<file path="config.mk">
export PLATFORM = sky130hd
export DESIGN_NAME = imem_loader
export DESIGN_NICKNAME = d
export VERILOG_FILES = /design/src/rtl/imem_loader_pkg.sv /design/src/rtl/imem_loader_byte_packer.sv /design/src/rtl/imem_loader.sv
export SDC_FILE = /design/constraint.sdc
export NUM_CORES = 1
export LEC_CHECK = 0
export CAP_MARGIN = 10
export CORE_ASPECT_RATIO = 1.75
export CORE_MARGIN = 2
export CORE_UTILIZATION = 50
export DETAILED_ROUTE_END_ITERATION = 7
export PLACE_DENSITY = 0.71
export SYNTH_ARGS = -nofsm -noshare
export SYNTH_HDL_FRONTEND = slang
export SYNTH_SLANG_ARGS = --single-unit
</file>
<file path="constraint.sdc">
create_clock -name clk -period 2.3 [get_ports clk]
set_input_delay 0.345 -clock clk [delete_from_list [all_inputs] [get_ports clk]]
set_output_delay 0.345 -clock clk [all_outputs]
set_load 0.03 [all_outputs]
</file>
<file path="src/rtl/imem_loader_pkg.sv">
// Shared types and constants for the instruction-memory boot loader.
package imem_loader_pkg;

   typedef enum logic [2:0] {
      StLenLo,
      StLenHi,
      StData,
      StCsum,
      StDone,
      StErr
   } state_e;

   localparam int unsigned BYTES_PER_WORD = 4;

endpackage

</file>
<file path="src/rtl/imem_loader_byte_packer.sv">
// Little-endian byte-lane assembler: collects BYTES_PER_WORD bytes into one word and
// pulses word_valid_o in the cycle the last byte arrives.
module imem_loader_byte_packer
   import imem_loader_pkg::*;
(
   input  logic                          clk,
   input  logic                          rst,
   input  logic                          clear_i,
   input  logic                          valid_i,
   input  logic [7:0]                    byte_i,
   output logic                          word_valid_o,
   output logic [8*BYTES_PER_WORD-1:0]   word_o
);

   localparam int unsigned LaneW = $clog2(BYTES_PER_WORD);

   logic [LaneW-1:0]              lane_q, lane_d;
   logic [8*BYTES_PER_WORD-1:0]   word_q, word_d;
   logic                          last_lane;

   assign last_lane = (lane_q == LaneW'(BYTES_PER_WORD - 1));

   // word_o already carries the incoming byte so the top can register a complete word.
   always_comb begin
      lane_d       = lane_q;
      word_d       = word_q;
      word_o       = word_q;
      word_valid_o = valid_i && last_lane;
      if (valid_i) begin
         word_o[8*lane_q +: 8] = byte_i;
      end
      if (clear_i) begin
         lane_d = '0;
         word_d = '0;
      end else if (valid_i) begin
         lane_d = lane_q + LaneW'(1);
         word_d = word_o;
      end
   end

   always_ff @(posedge clk) begin
      if (rst) begin
         lane_q <= '0;
         word_q <= '0;
      end else begin
         lane_q <= lane_d;
         word_q <= word_d;
      end
   end

endmodule

</file>
<file path="src/rtl/imem_loader.sv">
// Boot loader: parses a length/payload/XOR-checksum byte frame, writes assembled words to
// instruction memory from address 0 and releases the core reset once the frame checks out.
module imem_loader
   import imem_loader_pkg::*;
#(
   parameter int unsigned DEPTH = 256,
   parameter int unsigned AW    = $clog2(DEPTH)
) (
   input  logic          clk,
   input  logic          rst,
   input  logic          in_valid,
   input  logic [7:0]    in_data,
   output logic          in_ready,
   input  logic          load_req,
   output logic          mem_we,
   output logic [AW-1:0] mem_waddr,
   output logic [31:0]   mem_wdata,
   output logic          core_rst,
   output logic          done,
   output logic          error
);

   localparam logic [16:0] DepthW = 17'(DEPTH);

   state_e        state_q, state_d;
   logic [15:0]   len_q, len_d;
   logic [7:0]    xor_q, xor_d;
   logic [AW:0]   wcnt_q, wcnt_d;
   logic          we_q, we_d;
   logic [AW-1:0] waddr_q, waddr_d;
   logic [31:0]   wdata_q, wdata_d;

   logic          accept;
   logic          pk_valid;
   logic          pk_clear;
   logic          pk_word_valid;
   logic [31:0]   pk_word;
   logic [15:0]   len_full;

   assign in_ready = (state_q != StDone) && (state_q != StErr);
   assign accept   = in_valid && in_ready;
   assign pk_valid = accept && (state_q == StData);
   assign len_full = {in_data, len_q[7:0]};

   imem_loader_byte_packer u_packer (
      .clk          (clk),
      .rst          (rst),
      .clear_i      (pk_clear),
      .valid_i      (pk_valid),
      .byte_i       (in_data),
      .word_valid_o (pk_word_valid),
      .word_o       (pk_word)
   );

   always_comb begin
      state_d  = state_q;
      len_d    = len_q;
      xor_d    = xor_q;
      wcnt_d   = wcnt_q;
      we_d     = 1'b0;
      waddr_d  = waddr_q;
      wdata_d  = wdata_q;
      pk_clear = 1'b0;

      unique case (state_q)
         StLenLo: begin
            if (accept) begin
               len_d[7:0] = in_data;
               xor_d      = xor_q ^ in_data;
               state_d    = StLenHi;
            end
         end
         StLenHi: begin
            if (accept) begin
               len_d[15:8] = in_data;
               xor_d       = xor_q ^ in_data;
               if ({1'b0, len_full} > DepthW) begin
                  state_d = StErr;
               end else if (len_full == 16'd0) begin
                  state_d = StCsum;
               end else begin
                  state_d = StData;
               end
            end
         end
         StData: begin
            if (accept) begin
               xor_d = xor_q ^ in_data;
               if (pk_word_valid) begin
                  we_d    = 1'b1;
                  waddr_d = wcnt_q[AW-1:0];
                  wdata_d = pk_word;
                  wcnt_d  = wcnt_q + 1'b1;
                  // Compare in 17 bits so a full-depth frame terminates without wrapping.
                  if (17'(wcnt_q) + 17'd1 == {1'b0, len_q}) begin
                     state_d = StCsum;
                  end
               end
            end
         end
         StCsum: begin
            if (accept) begin
               state_d = (in_data == xor_q) ? StDone : StErr;
            end
         end
         StDone, StErr: begin
            if (load_req) begin
               state_d  = StLenLo;
               len_d    = '0;
               xor_d    = '0;
               wcnt_d   = '0;
               pk_clear = 1'b1;
            end
         end
         default: state_d = StLenLo;
      endcase
   end

   always_ff @(posedge clk) begin
      if (rst) begin
         state_q <= StLenLo;
         len_q   <= '0;
         xor_q   <= '0;
         wcnt_q  <= '0;
         we_q    <= 1'b0;
         waddr_q <= '0;
         wdata_q <= '0;
      end else begin
         state_q <= state_d;
         len_q   <= len_d;
         xor_q   <= xor_d;
         wcnt_q  <= wcnt_d;
         we_q    <= we_d;
         waddr_q <= waddr_d;
         wdata_q <= wdata_d;
      end
   end

   assign mem_we    = we_q;
   assign mem_waddr = waddr_q;
   assign mem_wdata = wdata_q;
   assign done      = (state_q == StDone);
   assign error     = (state_q == StErr);
   assign core_rst  = (state_q != StDone);

endmodule

</file>
**Word-level counts from Yosys, hierarchy flattened**

Index checks and enable logic that the tools add are counted.

- Order comparisons: 1
- Multiplexer cells: 27
- Add/sub/neg operators: 4
- Eq/ne operators: 18
- Bitwise logic cells: 3
- Shift operators: 2
- Reduce and logical (&&, ||, !) cells: 20

Operators by type and width:

| kind | count |
|---|---|
| $pmux 8 s2 | 3 |
| $neg 5->34 | 1 |
| $shift 8x34->32 const A | 1 |
| $shiftx 8x34->32 | 1 |
| $bwmux 32 | 1 |
| $mux 32 | 1 |
| $mux 9 | 3 |
| $mux 3 | 8 |
| $mux 8 | 3 |
| $pmux 9 s2 | 1 |
| $eq 10x16->1 | 1 |
| $gt 16x9->1 const B | 1 |
| $logic_not 16->1 | 1 |
| $mux 16 | 1 |
| $pmux 3 s5 | 1 |
| $ne 2x2->1 const B | 6 |
| $reduce_and 3->1 | 4 |
| $add 9x1->10 const B | 1 |
| $add 9x1->9 const B | 1 |
| $eq 8x8->1 | 1 |
| $reduce_bool 2->1 | 4 |
| $xor 8x8->8 | 1 |
| $reduce_and 7->1 | 1 |
| $eq 3x2->1 const B | 2 |
| other kinds (13) | 26 |

- Output and inout bits: 45
- Register bits after elaboration: 111
- Logic and storage cells: 85
- Input bits: 12

**Logic depth before layout (Yosys ltp)**

- Depth in word-level cells: 8
- Depth in mapped cells: 7
- Gate-level depth less buffers: 6

**Modules after synthesis**

A second synthesis with hierarchy kept.

- Cell total of the unflattened synthesis: 622
- Area total of the unflattened synthesis: 5196.2 µm²

Modules (own cells, without submodules):

| module | area each (µm²) | sequential area each (µm²) | cells each | times used |
|---|---|---|---|---|
| imem_loader | 3524.6 | 1541.5 | 443 | 1 |
| imem_loader_byte_packer | 1671.6 | 680.7 | 179 | 1 |

**Least setup slack after synthesis**

OpenSTA, ideal clock, no wires.

- Path kind: register -> output
- From: reg state_q[2]
- To: out core_rst
- Path buffers: 0
- Setup slack: 0.316 ns
- Data required time: 1.955 ns
- Cell stages (with the launch flop): 5
- Arrival time: 1.639 ns
- Cell sequence: dfxtp_1 nor2b_1 inv_2 nor2_1 inv_1

- Word-level cells in the longest chain between the ends: 1

RTL lines:

| element | RTL line | text |
|---|---|---|
| start, declared | imem_loader.sv:25 | `state_e state_q, state_d;` |
| start signal, assigned | imem_loader.sv:121 | `state_q <= StLenLo;` |
| start signal, assigned | imem_loader.sv:129 | `state_q <= state_d;` |
| $ne 3x3->1 | imem_loader.sv:144 | `assign core_rst = (state_q != StDone);` |
| end, declared | imem_loader.sv:18 | `output logic core_rst,` |

Every way passes these cells.

**Worst setup path after layout**

- From: reg state_q[2]
- To: out in_ready

- Word-level cells in the longest chain between the ends: 2
- Elaborated cells on any way between the ends: 3
- Those cells by class: eq/ne: 2; reduce/logical: 1

RTL lines:

| element | RTL line | text |
|---|---|---|
| $ne 3x3->1 | imem_loader.sv:40 | `assign in_ready = (state_q != StDone) && (state_q != StErr);` |
| $logic_and 1x1->1 (*) | imem_loader.sv:40 |  |
| end, declared | imem_loader.sv:13 | `output logic in_ready,` |

Every way passes the cells marked *; elsewhere a longest branch is shown, timed or not.

==> impl_metrics.toml <==
[run_status]
run_status = "complete, no violations"

[critical_path]
data_arrival_time_of_the_critical_path_ps = 1810
cp_num_buf_inv = 2
critical-path-max-stage-delay_ps = 610
critical-path-slowest-cell = "sky130_fd_sc_hd__clkdlybuf4s50_1"
crit_fanout = 10
cp_top_family = "buffers and inverters"
crit_required_ps = 1960
worstSetupEndpointType = "primary output"
worstSetupPathType = "flip-flop to primary output"
path_cells = "nor2b_1 > inv_2 > clkdlybuf4s50_1"
critical_path_startpoint_category = "flip-flop"

[sta]
final_worst_path_period_share_pct = 93.8
setup_tns_ps = 0
clock-skew-final_ps = 6.01
timing.max_slew.rel_slack_pct = 66.1
hold_viol = 0
rsz0062_at_grt = "false"
final-setup-viol-count = 0
worst_pin_slew_ps = 507
report.final.slew_viol_count = 0
min_period_ps = 2160
fmax_mhz = 464

[placed_design]
place_area_mm2 = 0.00533
hpwl_mm = 8.95
finalWeightedCongestion = 0.912
placement.io_buffers = 56

[pwr]
static-leakage-power_nw = 2.09
worst_ir_drop_vdd_mv = 0.399
design_power_total_w = 0.00366
pwr_density_cell_mw_per_mm2 = 651

[yosys]
yosys_warnings = 0
synth.top_cells.by_area = "sky130_fd_sc_hd__dfxtp_1 45%, sky130_fd_sc_hd__nor2_1 7.8%, sky130_fd_sc_hd__a21oi_1 7.6%, sky130_fd_sc_hd__a211oi_1 4.3%, sky130_fd_sc_hd__and3_1 4.3%"
library_cell_occupying_the_most_area_in_the_post_synthesis_netlist = "sky130_fd_sc_hd__dfxtp_1"
synth_seq_cells = 103
synth_fp_nets = 571
synth_top_area_share_pct = 45.2
syn_area_per_cell_um2 = 8.24
synthesis.instances = 553
syn-cell-area_mm2 = 0.00456
sequential_fraction_of_the_synthesis_area_pct = 45.2
post_synth_num_cell_types = 51
number_of_flops_mapped_to_enable_cells_by_yosys = 0
synth_async_sr_flop_share_pct = 0
synth_flop_cell = "sky130_fd_sc_hd__dfxtp_1"

[die]
die-width_um = 76.2
die_y_um = 130
fp-row-count = 46
ports = 57
initial_core_util_pct = 50.8
design.die.area_mm2 = 0.00993
core_mm2 = 0.00898

[grt]
grt_pass1_vias = 4065
globalRoute.totalOverflow = 0
grt_start_max_net_pins = 34
grt_antenna_before_repair = 0
global_route_usage_sum_pct = 25.1
global_route_wire_length_before_repair_mm = 19.9

[drt]
routed_wire_length_per_instance_um = 16.4
vias = 4226
drc_errors = 0
finalWirelength_mm = 12.1
detail_route.iter0.violations = 178
final_antenna_net_count = 0
first_pass_iters = 5
drt-vias-per-instance = 5.73

[clocking]
worst_skew_pair.late_latency_ps = 340
clkTransAtPathRegs_ps = 70
cts_resized = 3
clock_tree.htree_level_count = 3
numCtsBuffers = 9
post_cts_buffers = 0
cts_buffer_depth = 2
clock_sink_count = 103
cts-hold-fix-buffers = 0
cts_tree = "done"
cts-root-buf = "sky130_fd_sc_hd__clkbuf_16"

[finish]
n_antenna_cell = 0
area.growth.synth_to_final_pct = 23.5
nNetsFinal = 631
postLayoutCellArea_mm2 = 0.00563
post_route_cells_drive_above_1_share_pct = 9.55
mostFrequentLayoutCells = "103 x sky130_fd_sc_hd__dfxtp_1, 95 x sky130_fd_sc_hd__nor2_1, 69 x sky130_fd_sc_hd__a21oi_1"
final_common_cell = "sky130_fd_sc_hd__dfxtp_1"

[flow_run]
cap_violations = 0

[min_path]
holdCritPathClass = "input port to flip-flop"
-- worst paths after layout --
check | start | end | slack, ps | cells past startpoint
hold reg to reg | mem_wdata[30] | mem_wdata[30] | 460 | 2
setup / recovery | state_q[2] | in_ready | 140 | 3
hold / removal | rst | len_q[9] | 420 | 2
setup reg to reg | u_packer.lane_q[0] | mem_wdata[23] | 230 | 7
-- per-stage QoR --
| step | cells | hold slack [ps] | setup WS, ps | util [%] |
|---|---|---|---|---|
| 2_1_floorplan | 553 | 445 | 316 | - |
| 3_3_place_gp | 722 | 447 | 84.3 | 59.4 |
| 3_5_place_dp | 722 | 449 | 53.2 | 59.4 |
| 4_1_cts | 738 | 409 | 152 | 62.7 |
| 5_1_grt | 738 | 426 | 65.6 | 62.7 |
| 6_report | 738 | 421 | 144 | 62.7 |
-- layer usage --
| metal | GRT usage [%] | routed length (µm) | up-vias |
|---|---|---|---|
| li1 | - | - | 2064 |
| met1 | 25.1 | 4430 | 1998 |
| met2 | 48.9 | 6690 | 130 |
| met3 | 4.29 | 504 | 34 |
| met4 | 13.9 | 483 | 0 |
| met5 | 0 | 0 | - |
-- report_power, final --
part | total, W | leakage (nW) | switching [W] | internal (W)
logic | 0.000297 | 1.11 | 0.000177 | 0.000119
registers | 0.00185 | 0.833 | 0.0000359 | 0.00181
clock network | 0.00152 | 0.141 | 0.000665 | 0.000851
-- cells in the mapped netlist, types with 2 or more instances --
library cell,instances
sky130_fd_sc_hd__a211oi_1,26
sky130_fd_sc_hd__a21o_1,3
sky130_fd_sc_hd__a21oi_1,69
sky130_fd_sc_hd__a22oi_1,11
sky130_fd_sc_hd__and2_1,7
sky130_fd_sc_hd__and3_1,31
sky130_fd_sc_hd__and3b_1,2
sky130_fd_sc_hd__and4_1,2
sky130_fd_sc_hd__buf_2,6
sky130_fd_sc_hd__buf_4,2
sky130_fd_sc_hd__buf_6,2
sky130_fd_sc_hd__clkbuf_1,30
sky130_fd_sc_hd__dfxtp_1,103
sky130_fd_sc_hd__ha_1,6
sky130_fd_sc_hd__inv_1,6
sky130_fd_sc_hd__nand2_1,45
sky130_fd_sc_hd__nand2b_1,3
sky130_fd_sc_hd__nand3_1,8
sky130_fd_sc_hd__nand3_2,2
sky130_fd_sc_hd__nand3b_1,12
sky130_fd_sc_hd__nand4_1,3
sky130_fd_sc_hd__nor2_1,95
sky130_fd_sc_hd__nor2b_1,3
sky130_fd_sc_hd__nor3_1,5
sky130_fd_sc_hd__nor3b_1,4
sky130_fd_sc_hd__nor4_1,2
sky130_fd_sc_hd__nor4_2,2
sky130_fd_sc_hd__o21ai_0,13
sky130_fd_sc_hd__o21ai_1,7
sky130_fd_sc_hd__o22a_1,2
sky130_fd_sc_hd__or3_1,4
sky130_fd_sc_hd__or4_1,4
sky130_fd_sc_hd__xnor2_1,13
sky130_fd_sc_hd__xor2_1,3
-- flip-flops by register name, summed over array words and instances, names as in the netlist --
name / count
xor_q: 8
wcnt_q: 9
u_packer.lane_q: 2
len_q: 16
u_packer.word_q: 24
mem_waddr: 8
state_q: 3
mem_we: 1
mem_wdata: 32
-- cell families (layout without fill, tap and decap cells) --
group	Yosys count	count (layout)	share of synthesized area (%)
compound gates	142	142	19.1
xor+xnor	16	16	3.07
fa+ha+maj	6	6	1.65
buf+inv	47	112	4.53
flops	103	103	45.2
simple gates	239	239	26.4
-- final cells by class --
type / instances / area [µm²]
well taps: 120 / 150
clock inverters: 6 / 70.1
fillers: 838 / 3350
multi-input cells: 403 / 2290
clock buffers: 10 / 229
repair buffers: 89 / 800
inverters: 7 / 26.3
flip-flops and latches: 103 / 2060
Power figures use the tool's default switching activity.
